$ cat src/rtl/fifo_uart_tx.sv
// fifo_uart_tx: pops FIFO words and sends each as a serial frame: start, DW data bits LSB first, optional even parity (FIFO_UART_TX_PARITY_EN), stop.
// Latency: ren_o pulses 1 cycle after empty_i is seen low in IDLE; the start bit begins 3 cycles after that sample.
// Backpressure: one word in flight; empty_i is ignored until the stop bit completes, so there is at most one pop per frame.
module fifo_uart_tx #(
    parameter int DW     = 4,
    parameter int CLKDIV = 434,
    parameter int CW     = 8
) (
    input  logic          clk_i,
    input  logic          rst_i,
    input  logic          empty_i,
    input  logic [DW-1:0] dat_i,
    output logic          ren_o,
    output logic          tx_o,
    output logic          busy_o,
    output logic [CW-1:0] sent_o
);
    localparam int DIVW = $clog2(CLKDIV);
    localparam int BW   = (DW > 1) ? $clog2(DW) : 1;
    localparam logic [DIVW-1:0] DIV_LAST = DIVW'(CLKDIV - 1);
    localparam logic [BW-1:0]   BIT_LAST = BW'(DW - 1);

    typedef enum logic [2:0] {IDLE, POP, LOAD, START, DATA, PAR, STOP} state_t;

    state_t          state_q, state_d;
    logic [DIVW-1:0] div_q, div_d;
    logic [BW-1:0]   bit_q, bit_d;
    logic [DW-1:0]   shift_q, shift_d;
    logic            ren_d, tx_d, busy_d;
    logic [CW-1:0]   sent_d;
    logic            bit_end;

    assign bit_end = (div_q == DIV_LAST);

`ifdef FIFO_UART_TX_PARITY_EN
    // Parity is taken from the word at load time because the shift register is consumed by DATA.
    logic par_q;

    always_ff @(posedge clk_i) begin
        if (rst_i) begin
            par_q <= 1'b0;
        end else if (state_q == LOAD) begin
            par_q <= ^dat_i;
        end
    end
`endif

    always_ff @(posedge clk_i) begin
        if (rst_i) begin
            state_q <= IDLE;
            div_q   <= '0;
            bit_q   <= '0;
            shift_q <= '0;
            ren_o   <= 1'b0;
            tx_o    <= 1'b1;
            busy_o  <= 1'b0;
            sent_o  <= '0;
        end else begin
            state_q <= state_d;
            div_q   <= div_d;
            bit_q   <= bit_d;
            shift_q <= shift_d;
            ren_o   <= ren_d;
            tx_o    <= tx_d;
            busy_o  <= busy_d;
            sent_o  <= sent_d;
        end
    end

    always_comb begin
        state_d = state_q;
        div_d   = div_q;
        bit_d   = bit_q;
        shift_d = shift_q;
        ren_d   = 1'b0;
        tx_d    = tx_o;
        busy_d  = busy_o;
        sent_d  = sent_o;
        case (state_q)
            IDLE: begin
                tx_d   = 1'b1;
                busy_d = 1'b0;
                if (!empty_i) begin
                    state_d = POP;
                    ren_d   = 1'b1;
                    busy_d  = 1'b1;
                end
            end
            POP: begin
                state_d = LOAD;
            end
            LOAD: begin
                shift_d = dat_i;
                div_d   = '0;
                bit_d   = '0;
                tx_d    = 1'b0;
                state_d = START;
            end
            START: begin
                if (bit_end) begin
                    div_d   = '0;
                    tx_d    = shift_q[0];
                    state_d = DATA;
                end else begin
                    div_d = div_q + DIVW'(1);
                end
            end
            DATA: begin
                if (bit_end) begin
                    div_d = '0;
                    if (bit_q == BIT_LAST) begin
`ifdef FIFO_UART_TX_PARITY_EN
                        tx_d    = par_q;
                        state_d = PAR;
`else
                        tx_d    = 1'b1;
                        state_d = STOP;
`endif
                    end else begin
                        bit_d   = bit_q + BW'(1);
                        shift_d = shift_q >> 1;
                        tx_d    = shift_d[0];
                    end
                end else begin
                    div_d = div_q + DIVW'(1);
                end
            end
`ifdef FIFO_UART_TX_PARITY_EN
            PAR: begin
                if (bit_end) begin
                    div_d   = '0;
                    tx_d    = 1'b1;
                    state_d = STOP;
                end else begin
                    div_d = div_q + DIVW'(1);
                end
            end
`endif
            STOP: begin
                if (bit_end) begin
                    div_d   = '0;
                    busy_d  = 1'b0;
                    sent_d  = sent_o + CW'(1);
                    state_d = IDLE;
                end else begin
                    div_d = div_q + DIVW'(1);
                end
            end
            default: begin
                tx_d    = 1'b1;
                busy_d  = 1'b0;
                state_d = IDLE;
            end
        endcase
    end
endmodule
$ cat config.mk
export PLATFORM = sky130hd
export DESIGN_NAME = fifo_uart_tx
export DESIGN_NICKNAME = d
export VERILOG_FILES = /design/src/rtl/fifo_uart_tx.sv
export SDC_FILE = /design/constraint.sdc
export NUM_CORES = 1
export LEC_CHECK = 0
export CORE_MARGIN = 1
export CORE_UTILIZATION = 55
export DETAILED_ROUTE_END_ITERATION = 7
export PLACE_DENSITY = 0.76
export SYNTH_ARGS = -nofsm -noshare
export SYNTH_HDL_FRONTEND = slang
export SYNTH_SLANG_ARGS = --single-unit
$ cat constraint.sdc
create_clock -name clk_i -period 2.3 [get_ports clk_i]
set_input_delay 0.46 -clock clk_i [delete_from_list [all_inputs] [get_ports clk_i]]
set_output_delay 0.46 -clock clk_i [all_outputs]
set_load 0.01 [all_outputs]
==> reports/metrics.yaml <==
worst_setup_path:
  r2r_slack_ns: 0.27
  critical_path_class: "flop to flop"
  crit_family: "simple AND/OR/NAND/NOR gates"
  crit_path_cell_trace: "ha_1 -> and4b_1 -> nand3_4 -> nor4_1 -> mux2_1"
  ff2ff_path_depth: 5
  r2r_end: "sent_o[7]"
  regToRegStartpoint: "div_q[0]"
  slowest_stage: "dfxtp_1"
  path_max_fanout: 8
  cp.buffers_inverters: 0
  cpPeakStageDelay_ns: 0.45
  cp-startpoint: "div_q[0]"
  worst_setup_path_start_kind: "flop"
  worstPathArrival_ns: 2.25
  critical_path_required_ns: 2.52
  setup.worst_path.end_class: "flop"
timing:
  period_share: 0.8829
  fin_tns_setup_ns: 0
  hold_viol: 0
  slew_violations: 0
  max-slew-margin-rel: 0.6671
  fmax_ghz: 0.4924
  fin_crit_ns: 2.031
  rsz0062_at_grt: "no"
  skew_ns: 0.01232
  setup_viol: 0
  worst_pin_slew_ns: 0.4987
synthesis:
  synth.avg_cell_area_um2: 8.912
  synth-edff-count: 0
  yosys_register_bits: 29
  syn_inst: 179
  ys_top_cells_by_area: "dfxtp_1, mux2i_1, a21oi_1, a311oi_1, mux2_1"
  yosys.area.top_type_share: 0.3639
  syn-num-nets: 190
  synth.distinct_cells: 45
  synth_area_leader_cell: "dfxtp_1"
  synth_area_um2: 1595
  ys.flop_type: "dfxtp_1"
  yosys_warnings: 0
  synth_seq_area_share: 0.3639
  async_flop_share: 0
power:
  peakVddDrop_mv: 0.5076
  p_leak_nw: 0.6654
  p_per_area_nw_per_um2: 553.0
floorplan:
  rows: 19
  start_util: 0.5785
  die_w_um: 55.86
  pin_count: 18
  fp.dieH_um: 55.86
  core_um2: 2758
  die_area_um2: 3120
clocking:
  cts.sinks: 29
  hold_buffers: 0
  post_cts_buffers: 0
  cts.path.max_buffers: 2
  clk_latency_ns: 0.33
  cts_inserted_buffers: 5
  htree_levels: 2
  cts_resized: 0
  cts_root_buf: "clkbuf_4"
  tritoncts: "done"
  cts.clk_slew.worst_paths_ns: 0.09
detailed_routing:
  avgRoutedWirePerCell_um: 14.53
  firstDrtPassIters: 4
  vias: 1372
  drc_errors: 0
  drt-total-wl_um: 3270
  drt_iter0_markers: 22
  ant_nets: 0
  vias_per_cell: 6.098
grt:
  first_global_vias: 1317
  grt_usage: 0.2279
  grt_pass1_wl_um: 5685
  antenna_found_initial: 0
  grt_max_degree: 18
  grt_overflow: 0
hold_path:
  min-delay-start: "div_q[8]"
  hold_path.class: "flop to flop"
  holdPathStages: 1
  worst_hold_path.endpoint: "div_q[8]"
place:
  placed_cells: 217
  dp_hpwl_um: 2283
  routabilityCongestion: 0.7985
  placed_cell_area_um2: 1750
  numPortBuffers: 17
run_status:
  outcome: "finished, final reports clean"
final_layout:
  drive_gt1_frac: 0.07732
  final_nets: 204
  n_antenna_cell: 0
  fin_area_um2: 1799
  syn2layout_area_growth_pct: 12.78
  fin_cells: 225
run:
  cap_violations: 0
==> synth_stat cells (2+ instances only) <==
library cell and count:
a21boi_0 2, a21oi_1 13, a311oi_1 7, a31oi_1 2, a41oi_1 3, and3_1 6
buf_2 4, buf_6 3, clkbuf_1 6, dfxtp_1 29, ha_1 4, inv_1 5
mux2_1 5, mux2i_1 7, nand2_1 11, nand2b_1 5, nand3_1 7, nand4_1 2
nor2_1 10, nor2b_1 8, nor4_1 3, o21ai_0 6, o21bai_1 2, o31ai_1 2
or2_2 2, or3_1 4, or4_1 2, xor2_1 2
==> power by group <==
group          switching [W]  internal (W)  total (W)
clock network       0.000171      0.000122   0.000292
registers          0.0000332      0.000523   0.000556
logic              0.0000750     0.0000713   0.000146
total               0.000279      0.000716   0.000995
==> per-layer routing <==
layer	wire, µm	track usage	vias up
li1	-	-	691
met1	1502	0.2757	657
met2	1626	0.3855	22
met3	113	0.07907	2
met4	28	0.06272	0
met5	0	0	-
==> cell usage in the layout (no fill, tap or decap), types with 2 or more instances in the layout <==
| cell type | n |
|---|---|
| dfxtp_1 | 29 |
| clkdlybuf4s50_1 | 17 |
| a21oi_1 | 13 |
| nand2_1 | 11 |
| nor2_1 | 10 |
| nor2b_1 | 8 |
| nand3_1 | 7 |
| mux2i_1 | 7 |
| a311oi_1 | 7 |
| and3_1 | 6 |
| o21ai_0 | 6 |
| inv_1 | 5 |
| mux2_1 | 5 |
| nand2b_1 | 5 |
| clkbuf_4 | 5 |
| or3_1 | 4 |
| ha_1 | 4 |
| nor4_1 | 3 |
| a41oi_1 | 3 |
| clkbuf_1 | 3 |
| buf_4 | 3 |
| nand4_1 | 2 |
| xor2_1 | 2 |
| a21boi_0 | 2 |
| a31oi_1 | 2 |
| or2_2 | 2 |
| o21bai_1 | 2 |
| o31ai_1 | 2 |
| or4_1 | 2 |
==> worst max-delay path by stage <==
| stage | to | slack [ns] | cells after the start |
|---|---|---|---|
| after global placement | sent_o[7] | 0.37 | 5 |
| after global routing | div_q[3] | 0.03 | 6 |
| final | sent_o[7] | 0.27 | 5 |
| after CTS | sent_o[7] | 0.28 | 5 |
| after detailed placement | sent_o[7] | 0.29 | 5 |
| after floorplan | tx_o | 0.53 | 8 |
==> cell type report <==
cell class | count | area [µm²]
Fill cell | 255 | 958.4
Multi-Input combinational cell | 132 | 919.6
Sequential cell | 29 | 580.6
Timing Repair Buffer | 20 | 192.7
Clock buffer | 8 | 48.80
Tap cell | 31 | 38.79
Inverter | 5 | 18.77
==> kinds of logic after synthesis <==
kind of cell | synth area share
AND/OR/NAND/NOR | 0.2463
buffers and inverters | 0.05961
XOR/XNOR | 0.01098
flip-flops | 0.3639
adder cells (fa/ha/maj) | 0.03137
multiplexers | 0.08627
AO/OA/AOI/OAI | 0.2016
==> metrics by stage <==
stage / total power (W) / setup WS [ns] / hold WS, ns / utilization
after detailed placement: 0.0007115 / 0.2881 / 0.4639 / 0.6348
after global placement: 0.0007044 / 0.3695 / 0.4565 / 0.6348
after floorplan: 0.0006689 / 0.5346 / 0.4428 / -
final: 0.0009949 / 0.2693 / 0.4807 / 0.6525
after CTS: 0.001006 / 0.2798 / 0.4788 / 0.6525
after global routing: 0.001048 / 0.02887 / 0.4989 / 0.6525
==> sequential cells by signal, indices dropped and copies added, names as in the netlist <==
name and cells:
state_q 3, tx_o 1, bit_q 2, div_q 9, shift_q 4, ren_o 1, busy_o 1, sent_o 8
(Power assumes the default switching activity.)
==> edit 1 (config.mk and constraints unchanged) <==
The option `FIFO_UART_TX_PARITY_EN` is turned on by a define.
--- a/src/rtl/fifo_uart_tx.sv
+++ b/src/rtl/fifo_uart_tx.sv
@@ -1,6 +1,8 @@
 // fifo_uart_tx: pops FIFO words and sends each as a serial frame: start, DW data bits LSB first, optional even parity (FIFO_UART_TX_PARITY_EN), stop.
 // Latency: ren_o pulses 1 cycle after empty_i is seen low in IDLE; the start bit begins 3 cycles after that sample.
 // Backpressure: one word in flight; empty_i is ignored until the stop bit completes, so there is at most one pop per frame.
+`define FIFO_UART_TX_PARITY_EN
+
 module fifo_uart_tx #(
     parameter int DW     = 4,
     parameter int CLKDIV = 434,
Behaviour: same outputs for any inputs over 10 cycles, from zero or initial values and one cycle with rst_i high; that may be too few to reach the edited logic, so the function may still have changed.
==> edit 1 against the unedited design <==
Global-route usage increased by 1.9 points; area after synthesis increased by 11%; design area is 14% higher; count of clock-buffer cells in the layout fell by 2; sequential cell count is 1 higher; wire length is 18% higher; critical path depth stayed put; setup slack got worse by 0.040 ns.
Power is not compared: it rests on default switching activity, and its combinational part moved more than twofold at a synthesized area within 25%.
==> edit 1: results (changes against the unedited design) <==
Placed design
  • GP Congestion: 0.8327 (was 0.7985)
  • DP Wirelength: 2784 um (was 2283 um)
  • Placement-stage worst setup slack: 0.2755 ns (was 0.2881 ns)

Cells and area
  • Fillers: 277 (was 255)
  • Final non-filler cell total: 272 (was 225)
  • Non-clock buffering overhead: 10.53% (was 10.71%)

Detailed routing
  • Met2 wire len: 1888 um (was 1626 um)
  • Met3 Wirelength: 154 um (was 113 um)

Worst setup path
  • RR Endpoint: shift_q[2] (was sent_o[7])
  • Arr. time, crit path: 2.31 ns (was 2.25 ns)
  • Reg-to-reg setup timing slack: 0.23 ns (was 0.27 ns)
  • Crit-path max cell delay: 0.40 ns (was 0.45 ns)

Synth
  • Area contributors post-synth: dfxtp_1, ha_1, a21oi_1 (was dfxtp_1, mux2i_1, a21oi_1)
  • XOR/XNOR share of the synthesized area: 5.449% (was 1.098%)
  • Mapped Nets: 222 (was 190)
  • Compound-Gate Fraction of Synth Area: 19.39% (was 20.16%)
  • Synth cell types: 50 (was 45)
  • Number of synthesized register bits: 30 (was 29)
  • Top cells by instance count after synthesis: dfxtp_1, nand2_1, a21oi_1, nor2_1, o21ai_0 (was dfxtp_1, a21oi_1, nand2_1)
  • Mux share of post-synthesis cell area: 4.105% (was 8.627%)

Global route
  • Largest net degree at the start of global routing: 23 (was 18)
  • All-Layer GR Usage: 24.70% (was 22.79%)
  • Vias in the first global route: 1,511 (was 1,317)
  • Grt met3 use: 6.813% (was 7.907%)
  • Global Route met2 Usage: 43.68% (was 38.55%)
  • First-pass GRT wire length: 6382 um (was 5685 um)

Status
  • Status: completed (unchanged)

Timing
  • Clk_skew: 0.01233 ns (was 0.01232 ns)
  • Hold Slack: 0.4743 ns (was 0.4807 ns)

Clock network
  • Clock latency on the worst-skew pair: 0.35 ns (was 0.33 ns)

Worst hold path
  • Hold path endpoint: shift_q[3] (was div_q[8])
  • WHS Path Cells: 2 (was 1)
## edit 1: metrics by stage
step	cell area (um^2)	power, mW
after CTS	2044	1.726
after detailed placement	1981	1.382
final	2044	1.726
after global placement	1981	1.351
after floorplan	1768	1.194
after global routing	2044	1.843
## edit 1: critical path: cells and delay by family, from the launching register on
kind / cells / cell delay, ns
AOI/OAI and AO/OA: 1 / 0.38
adders and majority gates: 1 / 0.25
DFF: 1 / 0.40
muxes: 1 / 0.38
and+or+nand+nor: 2 / 0.55
## edit 1: worst max-delay path by stage
| stage | startpoint | to | slack, ns |
|---|---|---|---|
| floorplan | state_q[1] | busy_o | 0.19 |
| CTS | div_q[0] | shift_q[1] | 0.25 |
| detailed placement | div_q[0] | shift_q[1] | 0.28 |
| global placement | div_q[0] | shift_q[1] | 0.32 |
| finish | div_q[0] | shift_q[2] | 0.23 |
| global route | bit_q[0] | shift_q[1] | 0.11 |
==> edit 2 (same flow settings) <==
Made on the original files. Re-encode `state_t` (7 states) as one-hot, 7 bits wide.
--- a/src/rtl/fifo_uart_tx.sv
+++ b/src/rtl/fifo_uart_tx.sv
@@ -20,7 +20,7 @@
     localparam logic [DIVW-1:0] DIV_LAST = DIVW'(CLKDIV - 1);
     localparam logic [BW-1:0]   BIT_LAST = BW'(DW - 1);
 
-    typedef enum logic [2:0] {IDLE, POP, LOAD, START, DATA, PAR, STOP} state_t;
+    typedef enum logic [6:0] {IDLE = 7'b0000001, POP = 7'b0000010, LOAD = 7'b0000100, START = 7'b0001000, DATA = 7'b0010000, PAR = 7'b0100000, STOP = 7'b1000000} state_t;
 
     state_t          state_q, state_d;
     logic [DIVW-1:0] div_q, div_d;
Behaviour: no difference found for any inputs over 10 cycles, from zero or initial values and one cycle with rst_i high; not proved beyond that.
==> edit 2 against the unedited design <==
Maximum frequency shrank 3.2%; sequential cell count grew 3; design area grew 16%; via count grew 14%; area after synthesis grew 15%; synthesized cell count is 14% higher; setup slack worse by 0.068 ns; power grew 1.0%; wire length grew 20%.
==> edit 2: results (changes against the unedited design) <==
Global route
  • First-pass GRT wire length: 6361 um (was 5685 um)
  • Vias in the first global route: 1,442 (was 1,317)
  • All-Layer GR Usage: 23.69% (was 22.79%)
  • Largest net degree at the start of global routing: 15 (was 18)
  • Initial antenna violation count: 0 (unchanged)

Worst setup path
  • CP Capture Point: div_q[2] (was sent_o[7])
  • Reg-to-reg setup timing slack: 0.20 ns (was 0.27 ns)
  • R2R cell count: 6 (was 5)
  • Arr. time, crit path: 2.37 ns (was 2.25 ns)
  • Highest fanout seen on the critical path: 10 (was 8)
  • Crit path from: state_q[3] (was div_q[0])

Detailed routing
  • DR pass1 iterations: 4 (unchanged)
  • Drt via density: 5.895 (was 6.098)
  • WL/cell: 14.70 um (was 14.53 um)
  • DR iter-0 viols: 87 (was 22)

Power and ir drop
  • Register share of total power: 57.4% (was 55.9%)
  • Switching Fraction: 24.11% (was 28.05%)
  • Final Total Pwr: 1.005 mW (was 0.9949 mW)
  • Maximum vdd drop: 0.2747 mV (was 0.5076 mV)
  • P_comb: 0.0977 mW (was 0.146 mW)
  • Leakage dissipation: 0.7854 nW (was 0.6654 nW)

Placed design
  • Dpl cell area: 0.002026 mm^2 (was 0.001750 mm^2)
  • DP Wirelength: 2863 um (was 2283 um)
  • Placed insts: 258 (was 217)
  • # port buffers: 17 (unchanged)
  • GP Congestion: 0.8455 (was 0.7985)
  • Placement-stage worst setup slack: 0.1900 ns (was 0.2881 ns)

Synth
  • Area contributors post-synth: dfxtp_1, nor2_1, nand2_1 (was dfxtp_1, mux2i_1, a21oi_1)
  • Synthesis warning total: 0 (unchanged)
  • Top cells by instance count after synthesis: dfxtp_1, nor2_1, nand2_1 (was dfxtp_1, a21oi_1, nand2_1)
  • Synth Instances: 204 (was 179)
  • Post-Synth Adder-Cell Area: 2.740% (was 3.137%)
  • XOR/XNOR share of the synthesized area: 6.644% (was 1.098%)
  • Mapped Nets: 215 (was 190)
  • Register area share after synthesis: 35.07% (was 36.39%)
  • Compound-Gate Fraction of Synth Area: 15.14% (was 20.16%)
  • Synth cell types: 56 (was 45)
  • Mux share of post-synthesis cell area: 2.260% (was 8.627%)

Clock network
  • Num CTS Buffers: 5 (unchanged)

Cells and area
  • Share of layout cells above drive strength 1: 12.61% (was 7.732%)
  • Fillers: 288 (was 255)
  • Biggest registers after layout: div_q: 9 flops, sent_o: 8 flops, state_q: 6 flops (was div_q: 9 flops, sent_o: 8 flops, shift_q: 4 flops)
  • Final #Nets: 232 (was 204)
  • Final non-filler cell total: 266 (was 225)
  • Core Util, Final: 67.30% (was 65.25%)

Timing
  • Clk_skew: 0.004399 ns (was 0.01232 ns)
  • Worst slew pin tran: 0.6192 ns (was 0.4987 ns)
  • Fmax: 0.4764 GHz (was 0.4924 GHz)

Status
  • Status: completed (unchanged)
==> edit 2: cell types whose count changed after synthesis, sizes merged, moves of 4 or more <==
| cell | unedited run | this run |
|---|---|---|
| a21oi | 13 | 6 |
| a22o | 0 | 4 |
| and2 | 0 | 4 |
| mux2 | 6 | 1 |
| mux2i | 7 | 3 |
| nand2 | 11 | 18 |
| nor2 | 10 | 24 |
| nor2b | 8 | 3 |
| nor3 | 1 | 6 |
| nor4b | 0 | 5 |
| xnor2 | 0 | 6 |
| xor2 | 2 | 7 |
==> edit 2: cell type report <==
type	count	area share [%]
repair buffers	24	10.67
flip-flops and latches	32	30.68
multi-input cells	156	52.85
clock buffers	8	2.816
well taps	44	2.636
inverters	2	0.3595
==> edit 2: worst min-delay path by stage <==
stage	startpoint	to	slack (ns)	cells past startpoint
2_1_floorplan	shift_q[3]	shift_q[3]	0.45	2
3_3_place_gp	shift_q[3]	shift_q[3]	0.46	2
3_5_place_dp	shift_q[3]	shift_q[3]	0.47	2
4_1_cts	shift_q[3]	shift_q[3]	0.48	2
5_1_grt	shift_q[3]	shift_q[3]	0.51	2
6_report	shift_q[3]	shift_q[3]	0.49	2
==> edit 2: critical path: stages (launching register included) <==
cell,delay [ns]
dfxtp_1,0.59
buf_4,0.24
or2_2,0.14
nor3b_1,0.05
o31a_1,0.36
nor2_1,0.43
a221o_1,0.24
==> edit 2: routing by layer <==
layer	wire, um	vias up	share of wire, %	GRT usage, %
li1	-	778	-	-
met1	1775	754	45	29.51
met2	1957	32	50	40.61
met5	0	-	0	0
met3	147	4	3.8	5.459
met4	29	0	0.74	6.977
